### config.mk
export PLATFORM = sky130hd
export DESIGN_NAME = gate_truth_sweeper
export DESIGN_NICKNAME = d
export VERILOG_FILES = /design/src/rtl/gate_truth_sweeper.sv
export SDC_FILE = /design/constraint.sdc
export NUM_CORES = 1
export LEC_CHECK = 0
export ABC_AREA = 0
export CAP_MARGIN = 15
export CORE_UTILIZATION = 50
export CTS_BUF_LIST = sky130_fd_sc_hd__clkbuf_4
export DETAILED_ROUTE_END_ITERATION = 12
export PLACE_DENSITY = 0.75
export SYNTH_ARGS = -nofsm -noshare
export SYNTH_HDL_FRONTEND = slang
export SYNTH_SLANG_ARGS = --single-unit
### constraint.sdc
create_clock -name clk -period 2.37 [get_ports clk]
set_input_delay 0.474 -clock clk [delete_from_list [all_inputs] [get_ports clk]]
set_output_delay 0.474 -clock clk [all_outputs]
set_load 0.1 [all_outputs]
### src/rtl/gate_truth_sweeper.sv
// Clocked sweeper for an N-input combinational gate: walks every input vector,
// waits SETTLE cycles per vector, then checks the gate output against TRUTH.
module gate_truth_sweeper #(
    parameter int                  N      = 2,
    parameter int                  SETTLE = 4,
    parameter logic [(1<<N)-1:0]   TRUTH  = 4'b1000
) (
    input  logic         clk,
    input  logic         rst_n,
    input  logic         start,
    input  logic         abort,
    input  logic         gate_out,
    output logic [N-1:0] gate_in,
    output logic         busy,
    output logic         done,
    output logic         pass,
    output logic [N:0]   err_count,
    output logic [N-1:0] first_fail_vec,
    output logic         first_fail_valid
);

    localparam int            TW     = (SETTLE > 1) ? $clog2(SETTLE) : 1;
    localparam logic [TW-1:0] T_LOAD = TW'(SETTLE - 1);
    localparam logic [N:0]    LAST   = (N+1)'((1 << N) - 1);

    typedef enum logic [1:0] {IDLE, WAIT, CHECK, DONE} state_t;

    // state is kept as a plain named signal so checkers can bind to it
    state_t        state, state_d;
    logic [N:0]    vec, vec_d, vec_next;
    logic [TW-1:0] timer, timer_d;
    logic [N-1:0]  gate_in_d, first_fail_vec_d;
    logic          busy_d, done_d, pass_d, first_fail_valid_d;
    logic [N:0]    err_count_d, err_inc;
    logic          mismatch;

    always_ff @(posedge clk or negedge rst_n) begin
        if (!rst_n) begin
            state            <= IDLE;
            vec              <= '0;
            timer            <= '0;
            gate_in          <= '0;
            busy             <= 1'b0;
            done             <= 1'b0;
            pass             <= 1'b0;
            err_count        <= '0;
            first_fail_vec   <= '0;
            first_fail_valid <= 1'b0;
        end else begin
            state            <= state_d;
            vec              <= vec_d;
            timer            <= timer_d;
            gate_in          <= gate_in_d;
            busy             <= busy_d;
            done             <= done_d;
            pass             <= pass_d;
            err_count        <= err_count_d;
            first_fail_vec   <= first_fail_vec_d;
            first_fail_valid <= first_fail_valid_d;
        end
    end

    always_comb begin
        state_d            = state;
        vec_d              = vec;
        timer_d            = timer;
        gate_in_d          = gate_in;
        busy_d             = busy;
        done_d             = 1'b0;
        pass_d             = pass;
        err_count_d        = err_count;
        first_fail_vec_d   = first_fail_vec;
        first_fail_valid_d = first_fail_valid;
        mismatch           = (gate_out != TRUTH[vec[N-1:0]]);
        err_inc            = err_count + (N+1)'(mismatch);
        vec_next           = vec + 1'b1;

        case (state)
            IDLE: begin
                if (start) begin
                    state_d            = WAIT;
                    vec_d              = '0;
                    timer_d            = T_LOAD;
                    gate_in_d          = '0;
                    busy_d             = 1'b1;
                    pass_d             = 1'b0;
                    err_count_d        = '0;
                    first_fail_vec_d   = '0;
                    first_fail_valid_d = 1'b0;
                end
            end
            WAIT: begin
                if (abort) begin
                    state_d   = IDLE;
                    busy_d    = 1'b0;
                    gate_in_d = '0;
                end else if (timer == '0) begin
                    state_d = CHECK;
                end else begin
                    timer_d = timer - 1'b1;
                end
            end
            CHECK: begin
                if (abort) begin
                    state_d   = IDLE;
                    busy_d    = 1'b0;
                    gate_in_d = '0;
                end else begin
                    err_count_d = err_inc;
                    if (mismatch && !first_fail_valid) begin
                        first_fail_vec_d   = vec[N-1:0];
                        first_fail_valid_d = 1'b1;
                    end
                    // done/pass are registered here so they are visible throughout DONE
                    if (vec == LAST) begin
                        state_d = DONE;
                        busy_d  = 1'b0;
                        done_d  = 1'b1;
                        pass_d  = (err_inc == '0);
                    end else begin
                        state_d   = WAIT;
                        vec_d     = vec_next;
                        gate_in_d = vec_next[N-1:0];
                        timer_d   = T_LOAD;
                    end
                end
            end
            DONE: begin
                state_d = IDLE;
            end
            default: begin
                state_d = IDLE;
            end
        endcase
    end

endmodule

==> flow_summary.yaml <==
outcome:
  status: "finished, final reports clean"
power:
  ir_drop_v: 0.000620
  p_leak_nw: 0.595
  powerDensity_mw_per_mm2: 779
critical_path:
  cp_slowest_stage_delay_ns: 0.53
  critPathLaunchType: "flop"
  critPathTopFamily: "adder cells"
  cp_data_required_time_ns: 2.58
  end_kind: "flop"
  crit_type: "reg -> reg"
  cp_cell_sequence: "ha_1 -> xor2_1 -> ha_1 -> ha_1 -> or4_1 -> o21ai_1"
  critPathMaxFanout: 6
  crit_top_cell: "ha_1"
  slowest_stage: "or4_1"
  path_buf_inv: 0
  critical_path_arrival_ns: 2.32
finish:
  nFillCells: 185
  drive_gt1_frac: 0.142
  diodes: 0
  areaGrowthSynthToFinish_pct: 16.9
  utilization: 0.618
  nets: 144
cts:
  cts_tree: "built"
  post_cts_buffers: 0
  clockBufferDepth: 2
  clkSinkCount: 18
  clk_pin_slew_ns: 0.10
  cts_root_buf: "clkbuf_4"
  post_cts_resized: 0
  ctsHoldBuffers: 0
  clock_latency_ns: 0.29
  cts_max_level: 1
  numCtsBuffers: 3
global_routing:
  antenna_found_initial: 0
  gr-total-overflow: 0
  grt_pass1_vias: 697
  grt_pass1_wl_um: 3020
  grtUsageTotal: 0.194
  grt_max_degree: 19
placed_design:
  hpwl_um: 1490
  pre_cts_ws_ns: 0.0693
  port_buffers: 15
  gp_congestion: 0.802
die:
  core_area_mm2: 0.00196
  initial_utilization: 0.529
  fp.dieH_um: 47.5
  die_w_um: 47.5
  dieArea_mm2: 0.00226
  io_pins: 16
  fp-row-count: 16
timing:
  final-hold-violation-count: 0
  timing.final.max_slew_violations: 0
  fin_crit_ns: 2.10
  skew_ns: 0.00990
  tightest_slew_ns: 0.458
  final.period_utilization: 0.888
  max_freq_mhz: 475
  setup_viol: 0
  rsz0062_at_grt: "false"
  slew_headroom: 0.692
  final.setup.tns_ns: 0
  setup_slack_ns: 0.266
detailed_routing:
  via_count: 857
  wirelength_um: 1990
  post_drt_wl_per_cell_um: 12.9
  route.detailed.drc: 0
  drt_pre_antenna_iters: 4
  ant_nets: 0
  via_per_inst: 5.56
  dr.first_iter.drc_count: 22
yosys:
  seq_area_frac_synth: 0.434
  synthAdderAreaFrac: 0.121
  yosys-top-cells-area: "dfrtp_1, ha_1, nand2_1"
  yosys-top-cells-count: "dfrtp_1, nand2_1, ha_1"
  synthCells: 111
  yosys.area_share.xor_xnor: 0.0169
  synth_top_family_by_area: "simple AND/OR/NAND/NOR gates"
  synth_cell_types: 34
  synth-edff-count: 0
  yosysWarnings: 0
  synth-seq-cells: 18
  synth_compound_area_frac: 0.186
  yosysMostFrequentCell: "dfrtp_1"
  yosys_most_used_dff: "dfrtp_1"
  synth_top_area_share: 0.434
  async_flop_share: 1.00
  synthSimpleGateAreaFrac: 0.189
  synth.cell_area_mm2: 0.00104
  synth_nets: 126
  syn_avg_cell_area_um2: 9.34
  synth_mux_area_frac: 0.00965
  synth.largest_area_cell: "dfrtp_1"
hold_path:
  holdCritPathClass: "in -> async"
job:
  maxCapViolCount: 0
stage by stage:
stage / std cells / hold WS (ns) / total power [W] / area (um^2)
final: 154 / 0.496 / 0.000945 / 1210
after global placement: 151 / 0.500 / 0.000786 / 1190
after floorplan: 111 / 0.178 / 0.000711 / 1040
after CTS: 154 / 0.501 / 0.000949 / 1210
after detailed placement: 151 / 0.494 / 0.000801 / 1190
after global routing: 154 / 0.529 / 0.00100 / 1210
flip-flops by register name (all words and copies together) (netlist names):
register / flops
gate_in: 2
first_fail_valid: 1
pass: 1
err_count: 3
state: 2
first_fail_vec: 2
vec: 3
busy: 1
timer: 2
done: 1
final timing paths:
check | startpoint | slack [ns] | depth (start not counted) | endpoint
max | vec[0]$_DFFE_PN0P_ | 0.27 | 6 | pass$_DFFE_PN0P_
min | rst_n | 0.50 | 2 | first_fail_vec[0]$_DFFE_PN0P_
max reg2reg | vec[0]$_DFFE_PN0P_ | 0.27 | 6 | pass$_DFFE_PN0P_
min reg2reg | gate_in[0]$_DFFE_PN0P_ | 0.53 | 2 | gate_in[0]$_DFFE_PN0P_
max in group asynchronous | rst_n | 1.68 | 2 | pass$_DFFE_PN0P_
min in group clk | gate_in[0]$_DFFE_PN0P_ | 0.53 | 2 | gate_in[0]$_DFFE_PN0P_
cell families (layout without fill, tap and decap cells):
logic type               count (synthesis)  in the layout
AO/OA/AOI/OAI                           28             28
XOR/XNOR                                 2              2
adder cells (fa/ha/maj)                 10             10
buffers and inverters                   11             27
flip-flops                              18             18
multiplexers                             1              1
AND/OR/NAND/NOR                         41             41
final cells by class:
cell class              instances  area (um^2)  share of cell area
flip-flops and latches         18          450               0.372
well taps                      27         33.8              0.0279
clock buffers                   3         22.5              0.0186
inverters                       7         26.3              0.0217
multi-input cells              82          542               0.447
repair buffers                 17          138               0.114
routing by layer:
metal | up-vias | wire, um | track usage | share of wire
li1 | 428 | - | - | -
met1 | 407 | 979 | 0.259 | 0.49
met2 | 18 | 895 | 0.301 | 0.45
met3 | 4 | 80 | 0.0453 | 0.040
met4 | 0 | 30 | 0.0833 | 0.015
met5 | - | 0 | 0 | 0
layout by cell type (no fill, tap or decap), types with 3 or more instances in the layout:
master and n:
a21oi_1 4, buf_4 13, clkbuf_4 3, clkdlybuf4s50_1 4, dfrtp_1 18, ha_1 10
inv_1 7, nand2_1 15, nand3_1 5, nor2_1 8, nor2b_1 3, o21ai_0 7
power breakdown:
| part | total [W] | switching [W] | internal, W | leakage [nW] |
|---|---|---|---|---|
| logic | 0.000414 | 0.000290 | 0.000124 | 0.344 |
| clock network | 0.000148 | 0.0000893 | 0.0000591 | 0.0138 |
| registers | 0.000383 | 0.0000327 | 0.000350 | 0.238 |
| total | 0.000945 | 0.000412 | 0.000533 | 0.595 |
Note: power is estimated with default switching activity, not from simulation.
